$ cat config.mk
export PLATFORM = sky130hd
export DESIGN_NAME = pc_fetch_queue
export DESIGN_NICKNAME = d
export VERILOG_FILES = /design/src/rtl/pc_fetch_queue.sv
export SDC_FILE = /design/constraint.sdc
export NUM_CORES = 1
export LEC_CHECK = 0
export CAP_MARGIN = 10
export CORE_ASPECT_RATIO = 1.75
export CORE_MARGIN = 5
export CORE_UTILIZATION = 25
export CTS_BUF_LIST = sky130_fd_sc_hd__clkbuf_8
export DETAILED_ROUTE_END_ITERATION = 10
export PLACE_DENSITY_LB_ADDON = 0.12
export SETUP_SLACK_MARGIN = 0.15
export SLEW_MARGIN = 20
export SYNTH_ARGS = -nofsm -noshare
export SYNTH_HDL_FRONTEND = slang
export SYNTH_SLANG_ARGS = --single-unit
$ cat constraint.sdc
create_clock -name clk -period 2.6 [get_ports clk]
set_input_delay 0.52 -clock clk [delete_from_list [all_inputs] [get_ports clk]]
set_output_delay 0.52 -clock clk [all_outputs]
set_load 0.05 [all_outputs]
$ cat src/rtl/pc_fetch_queue.sv
// Program-counter generator feeding a small prefetch queue.
// gen_pc produces sequential PCs which are queued until the consumer takes them.
// A redirect flushes the queue and restarts generation at an aligned target.
module pc_fetch_queue #(
  parameter int                 ADDR_W   = 32,
  parameter int                 STEP     = 4,
  parameter int                 DEPTH    = 4,
  parameter logic [ADDR_W-1:0]  RESET_PC = '0
) (
  input  logic                         clk,
  input  logic                         rst_n,
  input  logic                         rdy,
  input  logic                         redirect_valid,
  input  logic [ADDR_W-1:0]            redirect_pc,
  input  logic                         pc_ready,
  output logic                         pc_valid,
  output logic [ADDR_W-1:0]            pc_o,
  output logic [$clog2(DEPTH+1)-1:0]   count_o
);

  localparam int                PTR_W      = (DEPTH > 1) ? $clog2(DEPTH) : 1;
  localparam int                CNT_W      = $clog2(DEPTH + 1);
  localparam logic [ADDR_W-1:0] STEP_V     = ADDR_W'(STEP);
  // STEP is a power of two, so STEP-1 covers exactly the bits to clear.
  localparam logic [ADDR_W-1:0] ALIGN_MASK = ~(ADDR_W'(STEP - 1));
  localparam logic [CNT_W-1:0]  FULL_CNT   = CNT_W'(DEPTH);

  // Queue storage: never reset, only observable through entries counted in count_reg.
  logic [ADDR_W-1:0] queue_mem [DEPTH];

  logic [PTR_W-1:0]  rd_ptr_reg, rd_ptr_next;
  logic [PTR_W-1:0]  wr_ptr_reg, wr_ptr_next;
  logic [CNT_W-1:0]  count_reg,  count_next;
  logic [ADDR_W-1:0] gen_pc_reg, gen_pc_next;

  logic              redirect;
  logic              push;
  logic              pop;
  logic [ADDR_W-1:0] aligned_target;
  logic [ADDR_W-1:0] entry_wdata;
  logic [DEPTH-1:0]  entry_wr_en;

  // Outputs depend only on registered state and rdy.
  assign pc_valid = (count_reg != '0) && rdy;
  assign pc_o     = pc_valid ? queue_mem[rd_ptr_reg] : '0;
  assign count_o  = count_reg;

  assign redirect       = rdy && redirect_valid;
  assign pop            = pc_valid && pc_ready;
  assign push           = rdy && !redirect_valid && ((count_reg < FULL_CNT) || pop);
  assign aligned_target = redirect_pc & ALIGN_MASK;
  // A redirect always lands in entry 0; otherwise the next sequential PC is queued.
  assign entry_wdata    = redirect ? aligned_target : gen_pc_reg;

  // Per-entry write enables: entry 0 on redirect, else the entry under the write pointer.
  for (genvar gi = 0; gi < DEPTH; gi++) begin : g_entry_we
    if (gi == 0) begin : g_first
      assign entry_wr_en[gi] = redirect || (push && (wr_ptr_reg == PTR_W'(gi)));
    end else begin : g_rest
      assign entry_wr_en[gi] = !redirect && push && (wr_ptr_reg == PTR_W'(gi));
    end
  end

  // Next-state for pointers, occupancy and generator; redirect squashes push and pop.
  always_comb begin
    rd_ptr_next = rd_ptr_reg;
    wr_ptr_next = wr_ptr_reg;
    count_next  = count_reg;
    gen_pc_next = gen_pc_reg;
    if (redirect) begin
      rd_ptr_next = '0;
      wr_ptr_next = PTR_W'(1);
      count_next  = CNT_W'(1);
      gen_pc_next = aligned_target + STEP_V;
    end else begin
      if (push) begin
        wr_ptr_next = wr_ptr_reg + 1'b1;
        gen_pc_next = gen_pc_reg + STEP_V;
      end
      if (pop) begin
        rd_ptr_next = rd_ptr_reg + 1'b1;
      end
      case ({push, pop})
        2'b10:   count_next = count_reg + 1'b1;
        2'b01:   count_next = count_reg - 1'b1;
        default: count_next = count_reg;
      endcase
    end
  end

  // Control state register with asynchronous active-low reset.
  always_ff @(posedge clk or negedge rst_n) begin
    if (!rst_n) begin
      rd_ptr_reg <= '0;
      wr_ptr_reg <= '0;
      count_reg  <= '0;
      gen_pc_reg <= RESET_PC;
    end else begin
      rd_ptr_reg <= rd_ptr_next;
      wr_ptr_reg <= wr_ptr_next;
      count_reg  <= count_next;
      gen_pc_reg <= gen_pc_next;
    end
  end

  // Queue storage write port.
  always_ff @(posedge clk) begin
    for (int i = 0; i < DEPTH; i++) begin
      if (entry_wr_en[i]) begin
        queue_mem[i] <= entry_wdata;
      end
    end
  end

endmodule
==> key figures, run 1 <==
Clock tree
  – Post-CTS clock slew at the launch and capture registers of the worst setup and hold paths: 80 ps
  – Clock tree buffer depth: 2
  – Clock tree from TritonCTS: yes
  – Later-pin clock latency in the skew report: 450 ps
  – Root buf cell: clkbuf_8
  – Number of CTS-inserted buffers: 17
  – # clock sinks: 157
  – CTS HTree Levels: 4

Worst setup path
  – Cell mode on critical path: buf_12
  – Slowest cell on the critical path: mux4_2
  – Kind of critical path: reg2out
  – Crit path largest cell delay: 540 ps
  – Max Fanout on Critical Path: 17
  – Required time of the worst setup path: approximately 2100 ps
  – Data arrival time of the worst path: 1960 ps
  – Nature of the critical path startpoint: register
  – CP Cell Sequence: buf_12 -> mux4_2 -> and2_4 -> buf_12
  – CP Capture Type: primary output

Synth
  – Cell area after synthesis: 7310 sq um
  – Number of distinct library cells after synthesis: 53
  – Area share of the leading cell type in the synthesized netlist: approximately 49%
  – Predominant post-synthesis flop cell: edfxtp_1
  – Number of synthesized register bits: about 160
  – Share of async-settable or async-resettable flops after synthesis: 23.6%
  – Number of enable-type register cells in the synthesized netlist: 120
  – Library cell with the highest instance count after synthesis: edfxtp_1
  – Post-synthesis cell count: 539
  – Part of the Yosys area used for sequential elements: 61.9%
  – Synth Warn #: 0
  – Dominant cell type by area after synthesis: edfxtp_1
  – Average size of a mapped cell: 13.6 sq um
  – Most numerous cell types in the synthesized netlist: edfxtp_1, nand2_1, dfrtp_1
  – Biggest area contributors in the synthesized netlist: edfxtp_1, dfrtp_1, mux4_2

Pwr
  – Pwr per Cell Area: between 900 and 1000 nW/um^2
  – Switching power of the nets: 3.18 mW
  – Logic gate share of total power: between 40% and 50%
  – Internal power: 5.93 mW
  – Sw Share: 34.9%
  – Worst supply voltage drop on vdd: between 0.0003 and 0.0004 V
  – Sequential power share: a little under two fifths
  – Final Power: 9.12 mW
  – Clock network fraction of total power: 17.9%
  – Leakage power: about 3.7 nW

Floorplanning
  – DIE HEIGHT: 236 um
  – Floorplan row count: between 80 and 90
  – Initial core utilization: about a quarter
  – Number of I/O pins: 73
  – X dimension of the die: 139 um
  – Total Die Area: 32900 sq um
  – Placeable core area: 29100 sq um

Placement
  – Post-Place Cell Area: 9450 sq um
  – Final HPWL DP: about 14000 um
  – GPL Wtd Cong: 0.795
  – Number of input and output port buffers inserted: 68
  – Count of placed standard cells including taps: 1044

STA
  – Maximum clock frequency: 0.404 GHz
  – Setup total negative slack: 0 ps
  – Headroom to the max-slew limit: 57.4%
  – Final setup violation count: 0
  – Final Hold Fails: 0
  – Unrepaired setup endpoints after global routing: true
  – Final count of pins violating max slew: 0
  – Post-layout min period: 2480 ps
  – Final period utilization: 95.3%
  – Min Hold Slack: 498 ps
  – Clock tree skew after final layout: 15.0 ps
  – Least-Margin Pin Slew: 636 ps

Cells and area
  – Syn-to-layout area delta: 36.0%
  – Finished Layout Cells: 1085
  – Flip-flop count of the largest register after layout: 120
  – Layout cell share with drive strength beyond 1: 34.9%
  – Number of nets in the layout: ~730
  – Design Area, Final: around 10000 sq um

Detailed routing
  – Detailed-routing iteration count for the pre-antenna-repair pass: 4
  – Number of remaining DRC errors: 0
  – Vias/cell: 4.43
  – Detailed-route wire length per cell: between 15 and 20 um
  – Total number of vias: 4806
  – DRC violation total after the first TritonRoute iteration: 224
  – Detail Route Antenna Nets: 0
  – Routed Wire Length: 20100 um

Run status
  – Result of the run: finished, final reports clean

Worst hold path
  – HP Class: reg2reg

Global routing
  – Initial antenna violation count: 1
  – Wire length of the first global-routing pass: roughly 31000 um
  – Pin count of the biggest net entering global routing: 28
  – Overflow left after global routing: 0
  – GR Util All Layers: 12.7%
  – Number of global-route vias before repair: 5259

Run
  – Max-cap viol count: 0
==> metrics by stage <==
stage          util [%]  setup slack [ps]
3_5_place_dp       32.5              -317
4_1_cts            33.8              13.6
5_1_grt            34.2              25.6
3_3_place_gp       32.5              -370
2_1_floorplan         -              64.3
6_report           34.2               122
==> cell families (layout without fill, tap and decap cells) <==
logic type | Yosys count | count (layout) | share of synthesized area [%]
compound gates | 56 | 56 | 4.77
xor+xnor | 21 | 21 | 2.52
fa+ha+maj | 6 | 6 | 1.13
buf+inv | 40 | 202 | 2.69
flops | 157 | 157 | 61.9
mux | 51 | 51 | 12.4
other cells | 1 | 3 | 0.0513
simple gates | 207 | 207 | 14.5
==> layout by cell type, fill, tap and decap left out, types with 3 or more instances in the layout <==
cell type,Yosys,layout
edfxtp_1,120,120
dfrtp_2,0,3
ha_1,5,4
o21ai_0,14,13
a31oi_1,3,3
nand2_1,99,96
inv_1,9,10
nand3_1,9,9
a21oi_1,3,3
clkinv_1,0,4
o31ai_1,3,3
nor4_2,2,3
dfrtp_1,37,34
clkbuf_8,0,17
xnor2_1,18,18
nor4_1,6,5
clkdlybuf4s50_1,0,34
nor3_1,5,4
buf_4,2,81
o21ai_2,6,6
xor2_1,3,3
nand4_1,24,24
mux2_2,6,5
and2_1,34,4
mux2i_1,12,12
mux2_4,3,4
clkinv_2,0,3
o21ai_1,18,18
nor2_1,11,11
mux4_2,30,30
buf_12,0,41
and2_4,1,31
==> layer usage <==
layer  vias up  track usage, %  share of wire (%)
li1       2298               -                  -
met1      2420            13.8                 39
met2        78            24.4                 58
met3        10            2.72                2.4
met4         0            3.59                1.2
met5         -               0                  0
==> worst paths after layout <==
| path | startpoint | to | slack [ps] | depth (start not counted) |
|---|---|---|---|---|
| setup / recovery | rd_ptr_reg[0] | pc_o[15] | 120 | 4 |
| hold / removal | gen_pc_reg[31] | gen_pc_reg[31] | 500 | 2 |
| setup reg to reg | count_o[1] | count_o[2] | 630 | 7 |
| hold reg to reg | gen_pc_reg[31] | gen_pc_reg[31] | 500 | 2 |
| max in group asynchronous | rst_n | count_o[1] | 1440 | 3 |
| min in group asynchronous | rst_n | gen_pc_reg[29] | 560 | 2 |
==> area by class of cell <==
class,count,area (sq um)
inverter,9,33.8
tap,382,478
clock buffer,17,234
multi-input combinational,343,2740
antenna,1,2.50
sequential,157,4530
timing repair buffer,162,1820
clock inverter,14,105
fill,2914,19100
==> power groups by stage <==
stage	clock network (mW)	logic, mW	registers (mW)
3_3_place_gp	0	3.89	3.46
5_1_grt	1.80	4.38	3.44
6_report	1.64	4.08	3.40
2_1_floorplan	0	2.14	3.46
3_5_place_dp	0	3.93	3.48
4_1_cts	1.71	4.00	3.42
==> worst max-delay path: cells and delay by family (launching register included) <==
family / cells / cell delay [ps]
buffers and inverters: 2 / 350
and+or+nand+nor: 1 / 180
DFF: 1 / 410
muxes: 1 / 540
==> what timing repair did <==
| item | 4_1_cts | 5_1_grt |
|---|---|---|
| hold buffers | 1 | 0 |
| pin swaps | 0 | 3 |
| endpoints found under the hold margin | 2 | 0 |
| setup buffers | 3 | 4 |
| gates cloned | 1 | 0 |
| resized for setup | 4 | 32 |
| endpoints found under the setup margin | 30 | 36 |
No activity file was read; power rests on OpenSTA's default activity.
==> run 2: changes to the inputs <==
- ABC_AREA: unset -> 1
- SLEW_MARGIN: 20 -> unset
==> key figures, run 2 <==
Cells and area
  – Final design utilization: 36.1%
  – Number of nets in the layout: 1059
  – Design Area, Final: 10800 sq um
  – Leading cell type in the layout, fill and taps excluded: nand2_1
  – Flip-flop count of the largest register after layout: 120
  – Highest-count cells in the layout ignoring fill and taps: nand2_1, nor2_1, edfxtp_1, buf_4, buf_12
  – Syn-to-layout area delta: 42.8%
  – Layout cell share with drive strength beyond 1: 27.7%

STA
  – Maximum clock frequency: 0.413 GHz
  – Headroom to the max-slew limit: 60.8%
  – Min Hold Slack: roughly 100 ps
  – Final period utilization: just over 90%
  – Unrepaired setup endpoints after global routing: true
  – Final count of pins violating max slew: 0
  – Final setup violation count: 0
  – Clock tree skew after final layout: 16.5 ps
  – Final Hold Fails: 0
  – Least-Margin Pin Slew: 588 ps
  – Post-layout min period: 2420 ps

Synth
  – Adder-Cell Fraction of Synth Area: approximately 1.1%
  – Part of the Yosys area used for sequential elements: 59.6%
  – Number of synthesized register bits: 157
  – Synth Warn #: 0
  – Number of distinct library cells after synthesis: 34
  – Post-synthesis cell count: between 800 and 900
  – Area fraction in and, or, nand and nor cells after synthesis: about 25%
  – Post-synthesis share of cell area spent on xor and xnor gates: 1.04%
  – Share of async-settable or async-resettable flops after synthesis: a little under a quarter
  – Cell area after synthesis: 7600 sq um
  – Area share of the leading cell type in the synthesized netlist: approximately 47%
  – Biggest area contributors in the synthesized netlist: edfxtp_1, dfrtp_1, nand2_1
  – Most numerous cell types in the synthesized netlist: nand2_1, nor2_1, edfxtp_1
  – Predominant post-synthesis flop cell: edfxtp_1
  – Share of the synthesized area in compound gates (AO/OA/AOI/OAI): 7.95%
  – Fraction of synthesized area in multiplexers: 0%
  – Library cell with the highest instance count after synthesis: nand2_1
  – Dominant cell type by area after synthesis: edfxtp_1
  – Number of enable-type register cells in the synthesized netlist: 120
  – Average size of a mapped cell: about 9 sq um
  – Largest family of logic cells by synthesized area: simple AND/OR/NAND/NOR gates

Detailed routing
  – Number of remaining DRC errors: 0
  – Detailed-route wire length per cell: 18.5 um
  – Routed Wire Length: 26200 um
  – DRC violation total after the first TritonRoute iteration: about 340
  – Total number of vias: 6229
  – Detail Route Antenna Nets: 0
  – Detailed-routing iteration count for the pre-antenna-repair pass: 4
  – Vias/cell: approximately 4.4

Global routing
  – Wire length of the first global-routing pass: about 37000 um
  – GR Util All Layers: 14.4%
  – Pin count of the biggest net entering global routing: 38
  – Overflow left after global routing: 0
  – Initial antenna violation count: 1
  – Number of global-route vias before repair: 6301

Floorplanning
  – Floorplan row count: 84
  – Placeable core area: 30100 sq um
  – DIE HEIGHT: 241 um
  – Total Die Area: 34100 sq um
  – X dimension of the die: approximately 140 um
  – Number of I/O pins: 73
  – Initial core utilization: 25.3%

Worst setup path
  – CP Capture Type: primary output
  – Required time of the worst setup path: between 2000 and 2500 ps
  – Data arrival time of the worst path: 1900 ps
  – Nature of the critical path startpoint: register
  – Kind of critical path: reg2out
  – Max Fanout on Critical Path: 8

Run status
  – Result of the run: finished, final reports clean

Pwr
  – Switching power of the nets: 4.16 mW
  – Worst supply voltage drop on vdd: 0.000371 V
  – Sw Share: 39.2%
  – Logic gate share of total power: 49.8%
  – Final Power: 10.6 mW
  – Pwr per Cell Area: 979 nW/um^2
  – Leakage power: 4.36 nW
  – Clock network fraction of total power: ~18%
  – Sequential power share: between 30% and 40%
  – Internal power: 6.46 mW

Worst hold path
  – HP Class: in2async

Placement
  – Post-Place Cell Area: 9840 sq um
  – GPL Wtd Cong: 0.816
  – Number of input and output port buffers inserted: 68
  – Final HPWL DP: 16400 um

Clock tree
  – Clock tree buffer depth: 2
  – Later-pin clock latency in the skew report: 480 ps
  – # clock sinks: 157
  – Post-CTS clock slew at the launch and capture registers of the worst setup and hold paths: 90 ps
  – CTS HTree Levels: 4
  – Clock tree from TritonCTS: yes
  – Number of CTS-inserted buffers: 17
  – Root buf cell: clkbuf_8

Run
  – Max-cap viol count: 0
==> run 2: cell count changes after synthesis, sizes merged, moves of 8 or more <==
cell   delta
nor2    +167
nand2   +144
o21ai    +39
and2     -33
nand3    +33
a21oi    +32
inv      +31
mux4     -30
nand4    -22
xnor2    -17
mux2i    -12
mux2      -9
nor4      -8
==> run 2: path summary, 6_finish.rpt <==
check,depth (start not counted),slack (ps),from,endpoint
min,2,100,rst_n,gen_pc_reg[31]
min reg2reg,2,480,gen_pc_reg[31],gen_pc_reg[31]
max reg2reg,9,650,count_o[2],count_o[1]
min in group clk,2,480,gen_pc_reg[31],gen_pc_reg[31]
max,6,180,rd_ptr_reg[0],pc_o[14]
max in group asynchronous,2,2090,rst_n,rd_ptr_reg[0]
==> run 2: cell type report <==
type                            instances  area, sq um
Antenna cell                            1         2.50
Inverter                               40          163
Timing Repair Buffer                  196         2360
Fill cell                            3091        19200
Clock inverter                         15          170
Multi-Input combinational cell        604         2900
Sequential cell                       157         4530
Clock buffer                           17          234
Tap cell                              387          484
==> run 2: metal layers <==
layer | vias up | wire length [um] | GRT usage (%)
met2 | 83 | 14600 | 27.4
met1 | 3007 | 10200 | 15.4
met4 | 0 | 607 | 5.47
li1 | 3113 | - | -
met3 | 26 | 742 | 3.01
met5 | - | 0 | 0
==> run 2: metrics by stage <==
step | setup TNS, ps | std cells | worst slack [ps]
after floorplan | 0 | 841 | 162
after global placement | -5950 | 1363 | -115
after detailed placement | -4110 | 1363 | -90.1
after CTS | 0 | 1401 | 119
after global routing | 0 | 1417 | 81.0
final | 0 | 1417 | 180
==> run 2: cell families after synthesis <==
family,Yosys count
buffers and inverters,80
other,1
adders and majority gates,6
DFF,157
AOI/OAI and AO/OA,115
xor gates and xnor gates,9
and+or+nand+nor,472
==> run 2: timing repair <==
action | 4_1_cts | 5_1_grt
gates resized for setup | 21 | 79
hold buffers | 0 | 0
setup endpoints to repair | 29 | 30
buffers inserted | 4 | 3
pin swaps | 1 | 16
gates cloned | 2 | 12
endpoints found under the hold margin | 0 | 0
==> run 2: critical path: stages, from the launching register on <==
cell      delay (ps)
dfrtp_2          440
buf_12           160
clkinv_8         100
buf_8            170
o21ai_0          100
a21oi_1          260
buf_12           180
==> run 2: power groups by stage <==
stage               logic (mW)  registers [mW]  clock network [mW]
floorplan                 2.22            3.50                   0
global placement          4.40            3.47                   0
detailed placement        4.42            3.48                   0
CTS                       4.68            3.41                1.97
global route              5.68            3.47                2.07
finish                    5.29            3.42                1.91
==> run 3: changes to the inputs <==
- CORE_MARGIN: 5 -> unset
- CORE_UTILIZATION: 25 -> 45
==> key figures, run 3 (synthesis results as in run 2) <==
Clock tree
  – # clock sinks: 157
  – Later-pin clock latency in the skew report: between 400 and 500 ps
  – Clock tree from TritonCTS: yes
  – Clock tree buffer depth: 2
  – Root buf cell: clkbuf_8
  – Post-CTS clock slew at the launch and capture registers of the worst setup and hold paths: 80 ps
  – CTS HTree Levels: 4
  – Number of CTS-inserted buffers: 17

Floorplanning
  – Initial core utilization: 46.2%
  – X dimension of the die: about 100 um
  – Total Die Area: 17400 sq um
  – Number of I/O pins: 73
  – DIE HEIGHT: between 150 and 200 um
  – Floorplan row count: a little over 60
  – Placeable core area: 16400 sq um

Worst setup path
  – Crit path largest cell delay: ~520 ps
  – Data arrival time of the worst path: between 1500 and 2000 ps
  – CP Cell Sequence: clkdlybuf4s50_1 -> buf_6 -> o31ai_4 -> buf_12 -> a21oi_1 -> buf_12
  – Nature of the critical path startpoint: input port
  – Required time of the worst setup path: 2080 ps
  – Cell mode on critical path: buf_12
  – Max Fanout on Critical Path: 30
  – Kind of critical path: in2out
  – Slowest cell on the critical path: clkdlybuf4s50_1
  – CP Capture Type: primary output

Placement
  – Final HPWL DP: 14300 um
  – GPL Wtd Cong: 0.927
  – Number of input and output port buffers inserted: 68
  – Post-Place Worst Slack: -124 ps

Detailed routing
  – Detailed-route wire length per cell: 17.0 um
  – Routed Wire Length: 20500 um
  – Total number of vias: 6232
  – Number of remaining DRC errors: 0
  – Vias/cell: between 5 and 6
  – Detailed-routing iteration count for the pre-antenna-repair pass: 7
  – DRC violation total after the first TritonRoute iteration: 368
  – Detail Route Antenna Nets: 0

STA
  – Final worst slack: 121 ps
  – Least-Margin Pin Slew: 873 ps
  – Unrepaired setup endpoints after global routing: true
  – Maximum clock frequency: 0.403 GHz
  – Final Hold Fails: 0
  – Final count of pins violating max slew: 0
  – Min Hold Slack: 192 ps
  – Final period utilization: 95.4%
  – Clock tree skew after final layout: 23.5 ps
  – Final setup violation count: 0
  – Post-layout min period: 2480 ps
  – Headroom to the max-slew limit: 41.8%

Global routing
  – GR Util All Layers: 24.2%
  – Initial antenna violation count: 0
  – Global routing met2 resource utilization: 45.0%
  – Most utilized layer in the global route result: met2
  – Pin count of the biggest net entering global routing: 62
  – Met1 usage: a little over a quarter
  – Overflow left after global routing: 0
  – Met3 Resource Use GR: 3.31%
  – Number of global-route vias before repair: 6305
  – Wire length of the first global-routing pass: 31900 um

Cells and area
  – Number of nets in the layout: 1017
  – Fillcell total: around 1.4k
  – Leading cell type in the layout, fill and taps excluded: nand2_1
  – Footprint of the flip-flops and latches: 4540 sq um
  – Syn-to-layout area delta: 31.8%
  – Flip-flop count of the largest register after layout: 120
  – Combined area of the multi-input logic cells: 2830 sq um
  – Diode insertion count for antenna repair: 0
  – Layout cell share with drive strength beyond 1: 22.9%
  – Highest-count cells in the layout ignoring fill and taps: nand2_1, nor2_1, edfxtp_1, o21ai_0, buf_4

Pwr
  – Leakage power: 4.05 nW
  – Worst supply voltage drop on vdd: 0.000614 V
  – Pwr per Cell Area: 962 nW/um^2

Run status
  – Result of the run: finished, final reports clean

Run
  – Max-cap viol count: 0

Worst hold path
  – HP Class: in2async
[run 3: final cells by class]
| class | count | share of cell area, % |
|---|---|---|
| Clock buffer | 17 | 2.34 |
| Sequential cell | 157 | 45.3 |
| Clock inverter | 15 | 1.61 |
| Timing Repair Buffer | 154 | 18.2 |
| Inverter | 40 | 1.50 |
| Tap cell | 224 | 2.80 |
| Multi-Input combinational cell | 604 | 28.3 |
[run 3: power by group]
group / total, mW / switching [mW] / internal, mW
registers: 3.46 / 0.202 / 3.26
logic: 4.35 / 2.61 / 1.74
clock network: 1.82 / 0.954 / 0.870
total: 9.63 / 3.77 / 5.87
[run 3: what timing repair did]
item                                    CTS  global route
gates resized for setup                   2            29
endpoints found under the setup margin   30            30
setup buffers                             2             0
cloned                                    0             1
hold buffers                              0             0
pin swaps                                 0             7
[run 3: layer usage]
| layer | vias to the layer above | wire length, um |
|---|---|---|
| li1 | 3022 | - |
| met5 | - | 0 |
| met1 | 3000 | 8010 |
| met2 | 171 | 11200 |
| met3 | 39 | 688 |
| met4 | 0 | 641 |
[run 3: critical path: cells and delay by family]
family / cells / cell delay [ps]
buffers and inverters: 4 / 1010
AO/OA/AOI/OAI: 2 / 360
[run 3: worst paths after layout]
path                                from  cells after the start  slack (ps)              end
max                                  rdy                      6         120         pc_o[30]
min                                rst_n                      1         190    rd_ptr_reg[0]
max reg2reg                   count_o[1]                      7         730  queue_mem[1][2]
min reg2reg                gen_pc_reg[3]                      2         480    gen_pc_reg[3]
max in group asynchronous          rst_n                      1        1810    rd_ptr_reg[1]
min in group clk           gen_pc_reg[3]                      2         480    gen_pc_reg[3]
[run 3: stage by stage]
step | std cells | utilization [%] | cell area (sq um) | total power, mW | setup TNS (ps)
floorplan | 841 | - | 7630 | 5.71 | 0
global placement | 1176 | 57.5 | 9460 | 7.54 | -747
detailed placement | 1176 | 57.5 | 9460 | 7.66 | -1710
CTS | 1210 | 60.1 | 9890 | 9.52 | 0
global route | 1211 | 60.9 | 10000 | 10.1 | 0
finish | 1211 | 60.9 | 10000 | 9.63 | 0
